`src/rtl/network_source_multi_if.sv`:
```
// Handshake bundle between the host deserialiser (src_*) and the spiking network core (net_*).
// master = host/network side, slave = the dispatcher.
interface network_source_multi_if #(
    parameter int unsigned NUM_INP      = 1,
    parameter int unsigned CHARGE_WIDTH = 8,
    parameter int unsigned RUN_WIDTH    = 16,
    parameter int unsigned SPK_LANES    = 2
);
    localparam int unsigned IDX_W  = (NUM_INP > 1) ? $clog2(NUM_INP) : 1;
    localparam int unsigned LANE_W = 1 + IDX_W + CHARGE_WIDTH;
    localparam int unsigned SPK_W  = SPK_LANES * LANE_W;
    localparam int unsigned PAY_W  = (RUN_WIDTH > SPK_W) ? RUN_WIDTH : SPK_W;
    localparam int unsigned SRC_W  = 2 + PAY_W;

    logic                           src_valid;
    logic                           src_ready;
    logic [SRC_W-1:0]               src;
    logic                           net_ready;
    logic                           net_valid;
    logic                           net_arstn;
    logic signed [CHARGE_WIDTH-1:0] net_inp [NUM_INP];

    modport master (
        output src_valid, src, net_ready,
        input  src_ready, net_valid, net_arstn, net_inp
    );

    modport slave (
        input  src_valid, src, net_ready,
        output src_ready, net_valid, net_arstn, net_inp
    );
endinterface

```
`src/rtl/network_source_multi.sv`:
```
// Network input dispatcher: decodes NOP/RUN/SPK/CLR words into per-input charges, a run
// handshake towards the network core, a sticky range error and a network-cycle counter.
module network_source_multi #(
    parameter int unsigned NUM_INP      = 1,
    parameter int unsigned CHARGE_WIDTH = 8,
    parameter int unsigned RUN_WIDTH    = 16,
    parameter int unsigned SPK_LANES    = 2,
    parameter int unsigned ACCUMULATE   = 0,
    parameter int unsigned CNT_WIDTH    = 32
) (
    input  logic                 clk,
    input  logic                 arstn,
    network_source_multi_if.slave bus,
    output logic                 err,
    output logic [CNT_WIDTH-1:0] cycles
);
    localparam int unsigned OPC_W  = 2;
    localparam int unsigned IDX_W  = (NUM_INP > 1) ? $clog2(NUM_INP) : 1;
    localparam int unsigned LANE_W = 1 + IDX_W + CHARGE_WIDTH;
    localparam int unsigned SPK_W  = SPK_LANES * LANE_W;
    localparam int unsigned PAY_W  = (RUN_WIDTH > SPK_W) ? RUN_WIDTH : SPK_W;
    localparam int unsigned SRC_W  = OPC_W + PAY_W;

    typedef enum logic [OPC_W-1:0] {
        OP_NOP = 2'd0,
        OP_RUN = 2'd1,
        OP_SPK = 2'd2,
        OP_CLR = 2'd3
    } opc_e;

    typedef logic signed [CHARGE_WIDTH-1:0] charge_t;

    logic [RUN_WIDTH-1:0] run_q, run_d;
    charge_t              inp_q [NUM_INP];
    charge_t              inp_d [NUM_INP];
    logic                 err_q, err_d;
    logic [CNT_WIDTH-1:0] cyc_q, cyc_d;
    logic                 narst_q, narst_d;

    opc_e                 opc;
    logic [PAY_W-1:0]     payload;
    logic [RUN_WIDTH-1:0] run_val;
    logic                 src_ready_c;
    logic                 net_valid_c;
    logic                 accept_c;
    logic                 handshake_c;

    logic [SPK_LANES-1:0] lane_en;
    logic [IDX_W-1:0]     lane_idx [SPK_LANES];
    charge_t              lane_val [SPK_LANES];

    assign opc     = opc_e'(bus.src[SRC_W-1 -: OPC_W]);
    assign payload = bus.src[PAY_W-1:0];
    assign run_val = payload[PAY_W-1 -: RUN_WIDTH];

    // A new word may enter while idle or in the very cycle the last network cycle completes.
    assign net_valid_c = (run_q != '0);
    assign src_ready_c = (run_q == '0) || ((run_q == RUN_WIDTH'(1)) && bus.net_ready);
    assign accept_c    = bus.src_valid && src_ready_c;
    assign handshake_c = net_valid_c && bus.net_ready;

    // Lane 0 sits just below the opcode; later lanes follow towards the LSB.
    for (genvar k = 0; k < SPK_LANES; k++) begin : g_lane
        localparam int unsigned TOP = PAY_W - 1 - k * LANE_W;
        assign lane_en[k]  = payload[TOP];
        assign lane_idx[k] = payload[TOP-1 -: IDX_W];
        assign lane_val[k] = payload[TOP-1-IDX_W -: CHARGE_WIDTH];
    end

    function automatic charge_t sat_add(input charge_t a, input charge_t b);
        logic signed [CHARGE_WIDTH:0] s;
        s = {a[CHARGE_WIDTH-1], a} + {b[CHARGE_WIDTH-1], b};
        if (s[CHARGE_WIDTH] != s[CHARGE_WIDTH-1]) begin
            return s[CHARGE_WIDTH] ? {1'b1, {(CHARGE_WIDTH-1){1'b0}}}
                                   : {1'b0, {(CHARGE_WIDTH-1){1'b1}}};
        end
        return s[CHARGE_WIDTH-1:0];
    endfunction

    // Next state: the handshake clear is applied first so same-cycle spikes land in the next run.
    always_comb begin
        logic hit;
        run_d   = run_q;
        inp_d   = inp_q;
        err_d   = err_q;
        cyc_d   = cyc_q;
        narst_d = 1'b1;
        hit     = 1'b0;

        if (handshake_c) begin
            run_d = run_q - RUN_WIDTH'(1);
            cyc_d = cyc_q + CNT_WIDTH'(1);
            inp_d = '{default: '0};
        end

        if (accept_c) begin
            case (opc)
                OP_RUN: run_d = (run_val == '0) ? RUN_WIDTH'(1) : run_val;
                OP_SPK: begin
                    for (int k = 0; k < SPK_LANES; k++) begin
                        if (lane_en[k]) begin
                            hit = 1'b0;
                            for (int i = 0; i < NUM_INP; i++) begin
                                if (lane_idx[k] == IDX_W'(i)) begin
                                    hit      = 1'b1;
                                    inp_d[i] = (ACCUMULATE != 0) ? sat_add(inp_d[i], lane_val[k])
                                                                 : lane_val[k];
                                end
                            end
                            if (!hit) err_d = 1'b1;
                        end
                    end
                end
                OP_CLR: begin
                    narst_d = 1'b0;
                    inp_d   = '{default: '0};
                    err_d   = 1'b0;
                    cyc_d   = '0;
                end
                default: ;
            endcase
        end
    end

    always_ff @(posedge clk or negedge arstn) begin
        if (!arstn) begin
            run_q   <= '0;
            inp_q   <= '{default: '0};
            err_q   <= 1'b0;
            cyc_q   <= '0;
            narst_q <= 1'b0;
        end else begin
            run_q   <= run_d;
            inp_q   <= inp_d;
            err_q   <= err_d;
            cyc_q   <= cyc_d;
            narst_q <= narst_d;
        end
    end

    assign bus.src_ready = src_ready_c;
    assign bus.net_valid = net_valid_c;
    assign bus.net_arstn = narst_q;
    assign bus.net_inp   = inp_q;
    assign err           = err_q;
    assign cycles        = cyc_q;
endmodule

```
`src/flat_wrapper.sv`:
```
// flat-port wrapper written by rule: the top's interface ports become plain ports
module network_source_multi_flat 
#(
    parameter int unsigned NUM_INP      = 1,
    parameter int unsigned CHARGE_WIDTH = 8,
    parameter int unsigned RUN_WIDTH    = 16,
    parameter int unsigned SPK_LANES    = 2,
    parameter int unsigned ACCUMULATE   = 0,
    parameter int unsigned CNT_WIDTH    = 32
)
  (clk, arstn, err, cycles, bus_src_valid, bus_src, bus_net_ready, bus_src_ready, bus_net_valid, bus_net_arstn, bus_net_inp);
  network_source_multi_if #(.NUM_INP(NUM_INP), .CHARGE_WIDTH(CHARGE_WIDTH), .RUN_WIDTH(RUN_WIDTH), .SPK_LANES(SPK_LANES)) bus_i ();
  input  logic clk;
  input  logic arstn;
  output logic err;
  output logic [CNT_WIDTH-1:0] cycles;
  input wire logic [$bits(bus_i.src_valid)-1:0] bus_src_valid;
  input wire logic [$bits(bus_i.src)-1:0] bus_src;
  input wire logic [$bits(bus_i.net_ready)-1:0] bus_net_ready;
  output wire logic [$bits(bus_i.src_ready)-1:0] bus_src_ready;
  output wire logic [$bits(bus_i.net_valid)-1:0] bus_net_valid;
  output wire logic [$bits(bus_i.net_arstn)-1:0] bus_net_arstn;
  output wire logic [$bits(bus_i.net_inp)-1:0] bus_net_inp;
  assign bus_i.src_valid = bus_src_valid;
  assign bus_i.src = bus_src;
  assign bus_i.net_ready = bus_net_ready;
  assign bus_src_ready = bus_i.src_ready;
  assign bus_net_valid = bus_i.net_valid;
  assign bus_net_arstn = bus_i.net_arstn;
  assign bus_net_inp = {>>{bus_i.net_inp}};
  network_source_multi #(.NUM_INP(NUM_INP), .CHARGE_WIDTH(CHARGE_WIDTH), .RUN_WIDTH(RUN_WIDTH), .SPK_LANES(SPK_LANES), .ACCUMULATE(ACCUMULATE), .CNT_WIDTH(CNT_WIDTH)) u_core (.clk(clk), .arstn(arstn), .bus(bus_i), .err(err), .cycles(cycles));
endmodule
```
`config.mk`:
```
export PLATFORM = sky130hd
export DESIGN_NAME = network_source_multi_flat
export DESIGN_NICKNAME = d
export VERILOG_FILES = /design/src/rtl/network_source_multi_if.sv /design/src/rtl/network_source_multi.sv /design/src/flat_wrapper.sv
export SDC_FILE = /design/constraint.sdc
export NUM_CORES = 1
export LEC_CHECK = 0
export BUFFER_PORTS_ARGS = -buffer_cell sky130_fd_sc_hd__clkbuf_2
export CAP_MARGIN = 20
export CORE_MARGIN = 4
export CORE_UTILIZATION = 45
export DETAILED_ROUTE_END_ITERATION = 8
export PLACE_DENSITY = 0.78
export SYNTH_ARGS = -nofsm -noshare
export SYNTH_HDL_FRONTEND = slang
export SYNTH_SLANG_ARGS = --single-unit
```
`constraint.sdc`:
```
create_clock -name clk -period 2.8 [get_ports clk]
set_input_delay 0.14 -clock clk [delete_from_list [all_inputs] [get_ports clk]]
set_output_delay 0.14 -clock clk [all_outputs]
set_load 0.02 [all_outputs]
```
==> out/results.tsv, run 1 <==
stage	metric	value	unit
setup_path	crit_fanout	7	
clocking	cts.sinks	58	
setup_path	crit_slowest_cell	sky130_fd_sc_hd__or3b_2	
finish	inserted_diodes	0	
grt	via_count_of_the_first_global_routing_pass	3022	
pwr	power.sequential.fraction	45.0	%
route	detail_route.wirelength	8623	µm
route	dr.max_layer_used	met4	
synth	synth_edf_count	0	
route	detailroute.via_count	3060	
synth	synth_cell_type_count	46	
setup_path	worst_ep_required_time	3.02	ns
clocking	cts-buffers-inserted	9	
synth	postSynth.asyncResetShare	100.0	%
run	max_cap_viol_count	0	
synth	synth_seq_cells	58	
clocking	cts.hold.buffers_added	1	
placed_design	finalWeightedCongestion	0.9772	
clocking	postCtsSetupBuffers	0	
sta	rsz0062_at_grt	no	
grt	grt_antenna_before_repair	0	
synth	synth_top_cell_by_area	sky130_fd_sc_hd__dfrtp_1	
route	detail_route.drc_violations	0	
pwr	vdd_ir_drop_max	0.0003306	V
route	met2RoutedLength	4229	µm
clocking	clk-insertion-delay-late	0.34	ns
route	drt-wirelength-per-cell	16.12	µm
setup_path	slowest_delay	0.51	ns
floorplanning	design.core.area	6907	µm²
sta	timing.max_slew.rel_slack	38.44	%
route	firstDrtPassIters	5	
outcome	outcome	completed	
grt	grt_overall_usage	20.88	%
finish	final_layout_size_suffix_gt1_share	24.37	%
grt	grt_first_pass_wirelength	14460	µm
setup_path	cp_cell_sequence	inv_1 -> ha_1 -> or3b_2 -> o41ai_4 -> buf_4 -> nor4b_1 -> xor2_1 -> mux2_2	
setup_path	top_delay_family_on_crit_path	simple AND/OR/NAND/NOR gates	
finish	finalNetCount	463	
floorplanning	die-area	8663	µm²
setup_path	timing.critical_path.from_type	flip-flop	
route	first_iter_violations	274	
synth	seq_area_frac_synth	44.56	%
placed_design	pre_cts_ws	0.2813	ns
synth	syn_area	3257	µm²
pwr	p_leak	0.001845	µW
grt	grt_start_max_net_pins	37	
sta	final_worst_clock_skew	0.008720	ns
setup_path	crit_type	reg -> reg	
pwr	swShare	37.58	%
synth	most_repeated_cell_in_the_gate_level_netlist_after_synthesis	sky130_fd_sc_hd__dfrtp_1	
floorplanning	top_level_ports	70	
pwr	combinationalPowerShare	29.1	%
sta	final_min_period_over_clock_period	90.25	%
clocking	cts_htree_levels	3	
sta	hold_violations	0	
synth	syn_inst	354	
pwr	cell_internal_pwr	1664	µW
synth	syn_avg_cell_area	9.200	µm²
placed_design	dp_hpwl	6337	µm
clocking	tritoncts	yes	
sta	min_period	2.527	ns
grt	grt_remaining_overflow	0	
route	met3RoutedLength	466	µm
route	final_antenna_net_count	0	
finish	final_area	3954	µm²
synth	synth_ff_type	sky130_fd_sc_hd__dfrtp_1	
setup_path	worst-endpoint-arrival	2.74	ns
clocking	clockBufferDepth	2	
finish	synthToLayoutAreaGrowth	21.40	%
route	wl_met1	3729	µm
sta	setup_viol	0	
synth	post_synth_main_area_contributors	sky130_fd_sc_hd__dfrtp_1, sky130_fd_sc_hd__xnor2_1, sky130_fd_sc_hd__nor2_1	
setup_path	crit_path_end_kind	flip-flop	
pwr	pwr-share-clk	25.9	%
floorplanning	initial_utilization	47.16	%
synth	post_synth_most_frequent_cells	sky130_fd_sc_hd__dfrtp_1, sky130_fd_sc_hd__nor2_1, sky130_fd_sc_hd__a21oi_1, sky130_fd_sc_hd__nand2_1, sky130_fd_sc_hd__xnor2_1	
pwr	switchingPower	1002	µW
synth	post-synth-top-area-fraction	44.56	%
placed_design	port_buffers	69	
synth	synth.net_count	383	
sta	postLayoutSetupSlackWorst	0.2731	ns
sta	fmax	0.3957	GHz
floorplanning	placementRows	30	
floorplanning	chipHeight	93.08	µm
setup_path	bufs_and_invs_on_worst_path	2	
pwr	power.density	674.3	nW/µm²
clocking	clock_tree.root_cell	sky130_fd_sc_hd__clkbuf_8	
sta	tightest_slew	0.9234	ns
floorplanning	die_x	93.08	µm
sta	fin_tns_setup	0	ns
clocking	cts_resized	0	
synth	ys_warn_count	0	
sta	fin_worst_hold_slack	0.07524	ns
route	route.detailed.vias_per_inst	5.720	
placed_design	place_area	3765	µm²
clocking	clkTransAtPathRegs	0.07	ns
sta	timing.final.max_slew_violations	0	
worst_hold_path	classification_of_the_worst_slack_hold_path	in -> reg	
[worst paths after layout]
| check | from | end | slack (ns) | depth (start not counted) |
|---|---|---|---|---|
| max | u_core.run_q[0] | u_core.run_q[9] | 0.27 | 8 |
| min | bus_src[8] | u_core.run_q[4] | 0.08 | 2 |
| max reg2reg | u_core.run_q[0] | u_core.run_q[9] | 0.27 | 8 |
| min reg2reg | u_core.bus.net_inp[7] | u_core.bus.net_inp[7] | 0.50 | 1 |
| max in group asynchronous | arstn | u_core.run_q[15] | 1.58 | 3 |
| min in group asynchronous | arstn | u_core.bus.net_inp[1] | 0.46 | 2 |
[registers in the layout, indices dropped and copies added (netlist names)]
register,cells
u_core.cycles,32
u_core.run_q,16
u_core.err,1
u_core.bus.net_inp,8
u_core.bus.net_arstn,1
[cell families (layout without fill, tap and decap cells)]
logic type	after synthesis	count (layout)	synth area share [%]
AOI/OAI and AO/OA	77	77	15.94
xor gates and xnor gates	30	30	8.068
and+or+nand+nor	159	159	26.24
DFF	58	58	44.56
adders and majority gates	3	3	1.153
buffers and inverters	25	110	3.342
muxes	2	2	0.6915
[metrics by stage]
stage / instances / utilization [%] / total power, µW
2_1_floorplan: 354 / - / 1694
3_3_place_gp: 518 / 54.51 / 1946
3_5_place_dp: 518 / 54.51 / 1975
4_1_cts: 535 / 57.25 / 2682
5_1_grt: 535 / 57.25 / 2841
6_report: 535 / 57.25 / 2666
[power by group through the flow]
| stage | registers, µW | clock network (µW) | logic (µW) |
|---|---|---|---|
| global route | 1230 | 746 | 867 |
| CTS | 1190 | 713 | 775 |
| finish | 1200 | 692 | 775 |
| floorplan | 1220 | 0 | 472 |
| global placement | 1200 | 0 | 751 |
| detailed placement | 1210 | 0 | 765 |
[final cells by class]
cell class	count	area, µm²
clock buffer	10	137.6
clock inverter	6	41.29
fill	637	2953
inverter	11	41.29
multi-input combinational	271	1697
sequential	58	1451
tap	96	120.1
timing repair buffer	83	465.4
[routing by layer]
layer,GRT usage [%],vias to the layer above
met3,3.862,20
met5,0,-
met1,26.41,1462
li1,-,1472
met2,34.61,106
met4,9.646,0
[cell usage in the layout, fill, tap and decap left out, drive strengths merged, types with 4 or more instances in the layout]
cell type	count
clkbuf	79
dfrtp	58
nor2	39
nand2	22
xnor2	22
a21oi	22
o21ai	20
nor4	19
nand3	15
a21o	14
or3	13
buf	13
inv	12
nor3	11
nand4	10
or4	9
xor2	8
o32ai	8
and3	4
No activity file was read; power rests on OpenSTA's default activity.
==> run 2: changes to the inputs <==
- SETUP_SLACK_MARGIN: not set -> 0.4
==> out/results.tsv, run 2 (synthesis results as in run 1) <==
stage	metric	value	unit	change
sta	final_min_period_over_clock_period	86.62	%	-3.6 points
sta	fin_tns_setup	0	ns	unchanged
grt	grt_first_pass_wirelength	14480	µm	+0.15%
clocking	clockBufferDepth	2		unchanged
clocking	cts-buffers-inserted	9		unchanged
sta	fin_worst_hold_slack	0.07231	ns	-0.002930 ns
finish	num-fill-cells	617		-3.1%
floorplanning	design.core.area	6907	µm²	unchanged
finish	finalNetCount	467		+0.86%
placed_design	place_inst	518		unchanged
setup_path	crit_path_end_kind	flip-flop		
grt	grt_remaining_overflow	0		unchanged
setup_path	worst-endpoint-arrival	2.65	ns	-0.09 ns
grt	grt_antenna_before_repair	0		unchanged
placed_design	finalWeightedCongestion	0.9772		unchanged
worst_hold_path	classification_of_the_worst_slack_hold_path	in -> reg		
floorplanning	die-area	8663	µm²	unchanged
sta	hold_violations	0		unchanged
sta	fmax	0.4123	GHz	+4.2%
setup_path	worst_ep_required_time	3.02	ns	about the same
grt	via_count_of_the_first_global_routing_pass	3031		+0.30%
floorplanning	top_level_ports	70		unchanged
pwr	p_leak	0.001874	µW	+1.6%
finish	flip_flop_count_of_the_largest_register_all_copies_and_words_added	32		unchanged
setup_path	crit_type	reg -> reg		
route	firstDrtPassIters	5		unchanged
finish	synthToLayoutAreaGrowth	23.32	%	
grt	grt_overall_usage	20.90	%	about the same
floorplanning	initial_utilization	47.16	%	unchanged
placed_design	dp_hpwl	6337	µm	unchanged
outcome	outcome	completed		
route	route.detailed.vias_per_inst	5.829		+1.9%
placed_design	port_buffers	69		unchanged
clocking	cts.sinks	58		unchanged
setup_path	timing.critical_path.from_type	flip-flop		
grt	grt_start_max_net_pins	37		unchanged
route	detail_route.wirelength	8836	µm	+2.5%
clocking	clock_tree.root_cell	sky130_fd_sc_hd__clkbuf_8		
finish	layout.cells.non_filler	539		+0.75%
floorplanning	placementRows	30		unchanged
route	drt-wirelength-per-cell	16.39	µm	+1.7%
finish	inserted_diodes	0		unchanged
sta	timing.max_slew.rel_slack	37.95	%	-0.50 points
finish	layout.cells.most_common	sky130_fd_sc_hd__clkbuf_2		
sta	min_period	2.425	ns	-0.1016 ns
floorplanning	chipHeight	93.08	µm	unchanged
route	detail_route.drc_violations	0		unchanged
sta	rsz0062_at_grt	yes		
finish	final_layout_size_suffix_gt1_share	26.64	%	+2.3 points
run	max_cap_viol_count	0		unchanged
clocking	clk-insertion-delay-late	0.34	ns	about the same
sta	tightest_slew	0.9308	ns	+0.007429 ns
floorplanning	die_x	93.08	µm	unchanged
clocking	cts_htree_levels	3		unchanged
sta	setup_viol	0		unchanged
clocking	clkTransAtPathRegs	0.07	ns	about the same
setup_path	crit_fanout	5		-2
route	detailroute.via_count	3142		+2.7%
route	first_iter_violations	327		+19%
clocking	tritoncts	yes		
route	final_antenna_net_count	0		unchanged
sta	timing.final.max_slew_violations	0		unchanged
pwr	post_layout_power	2727	µW	+2.3%
pwr	vdd_ir_drop_max	0.0003308	V	about the same
sta	final_worst_clock_skew	0.009935	ns	+0.001215 ns
pwr	power.density	679.0	nW/µm²	+0.70%
finish	layout.cells.most_common_list	sky130_fd_sc_hd__clkbuf_2, sky130_fd_sc_hd__dfrtp_1, sky130_fd_sc_hd__nor2_1		
## run 2: changes by cell type in the layout (fill, tap and decap cells not counted)
cell                      change
sky130_fd_sc_hd__a21oi_1      -1
sky130_fd_sc_hd__nor3_2       -1
sky130_fd_sc_hd__or4_1        -4
sky130_fd_sc_hd__nor3b_2      +1
sky130_fd_sc_hd__buf_4        +4
sky130_fd_sc_hd__ha_1         -1
sky130_fd_sc_hd__nor3_4       +1
sky130_fd_sc_hd__nor3b_1      -1
sky130_fd_sc_hd__or4_4        +4
sky130_fd_sc_hd__a21oi_2      +1
sky130_fd_sc_hd__ha_2         +1
## run 2: worst max-delay path: stages, from the launching register on
cell and delay (ns):
sky130_fd_sc_hd__dfrtp_1 0.44, sky130_fd_sc_hd__or4_1 0.68, sky130_fd_sc_hd__nor3_4 0.26, sky130_fd_sc_hd__nand4_1 0.23, sky130_fd_sc_hd__or2_2 0.39, sky130_fd_sc_hd__mux2_2 0.30
## run 2: layout make-up
| cell class | instances | area [µm²] | share of cell area (%) |
|---|---|---|---|
| Clock inverter | 6 | 41.29 | 1.028 |
| Clock buffer | 10 | 137.6 | 3.427 |
| Multi-Input combinational cell | 271 | 1729 | 43.05 |
| Inverter | 11 | 41.29 | 1.028 |
| Timing Repair Buffer | 87 | 495.5 | 12.34 |
| Tap cell | 96 | 120.1 | 2.991 |
| Sequential cell | 58 | 1451 | 36.14 |
## run 2: routing by layer
layer | global-route usage (%) | vias to the layer above | share of wire, %
met2 | 34.67 | 125 | 49
li1 | - | 1479 | -
met4 | 10.01 | 0 | 2.6
met3 | 4.023 | 30 | 5.7
met1 | 26.16 | 1508 | 42
met5 | 0 | - | 0
## run 2: repair_timing
action	in CTS	in global routing
setup endpoints to repair	19	48
hold buffers	1	0
resized for setup	3	5
pin swaps	1	3
hold endpoints to repair	34	0
buffers inserted	1	3
## run 2: power breakdown
group          leakage [µW]  total, µW  internal, µW  switching (µW)
clock             0.0000847        698           344             354
sequential         0.000760       1210           996             212
combinational       0.00103        822           349             472
total               0.00187       2730          1690            1040
## run 2: path summary, 6_finish.rpt
check / from / end / slack, ns / depth (start not counted)
setup reg to reg: u_core.run_q[6] / u_core.run_q[9] / 0.37 / 5
hold reg to reg: u_core.bus.net_inp[7] / u_core.bus.net_inp[7] / 0.50 / 1
max in group asynchronous: arstn / u_core.run_q[15] / 1.57 / 3
hold / removal: bus_src[5] / u_core.run_q[1] / 0.07 / 2
min in group asynchronous: arstn / u_core.bus.net_inp[1] / 0.46 / 2
setup / recovery: u_core.run_q[6] / u_core.run_q[9] / 0.37 / 5
## run 2: per-stage QoR
step / instance area (µm²) / setup slack [ns] / util (%)
finish: 4016 / 0.3747 / 58.15
global route: 4016 / 0.3289 / 58.15
CTS: 3975 / 0.4105 / 57.55
detailed placement: 3765 / 0.2813 / 54.51
global placement: 3765 / 0.3634 / 54.51
floorplan: 3257 / 0.5242 / -
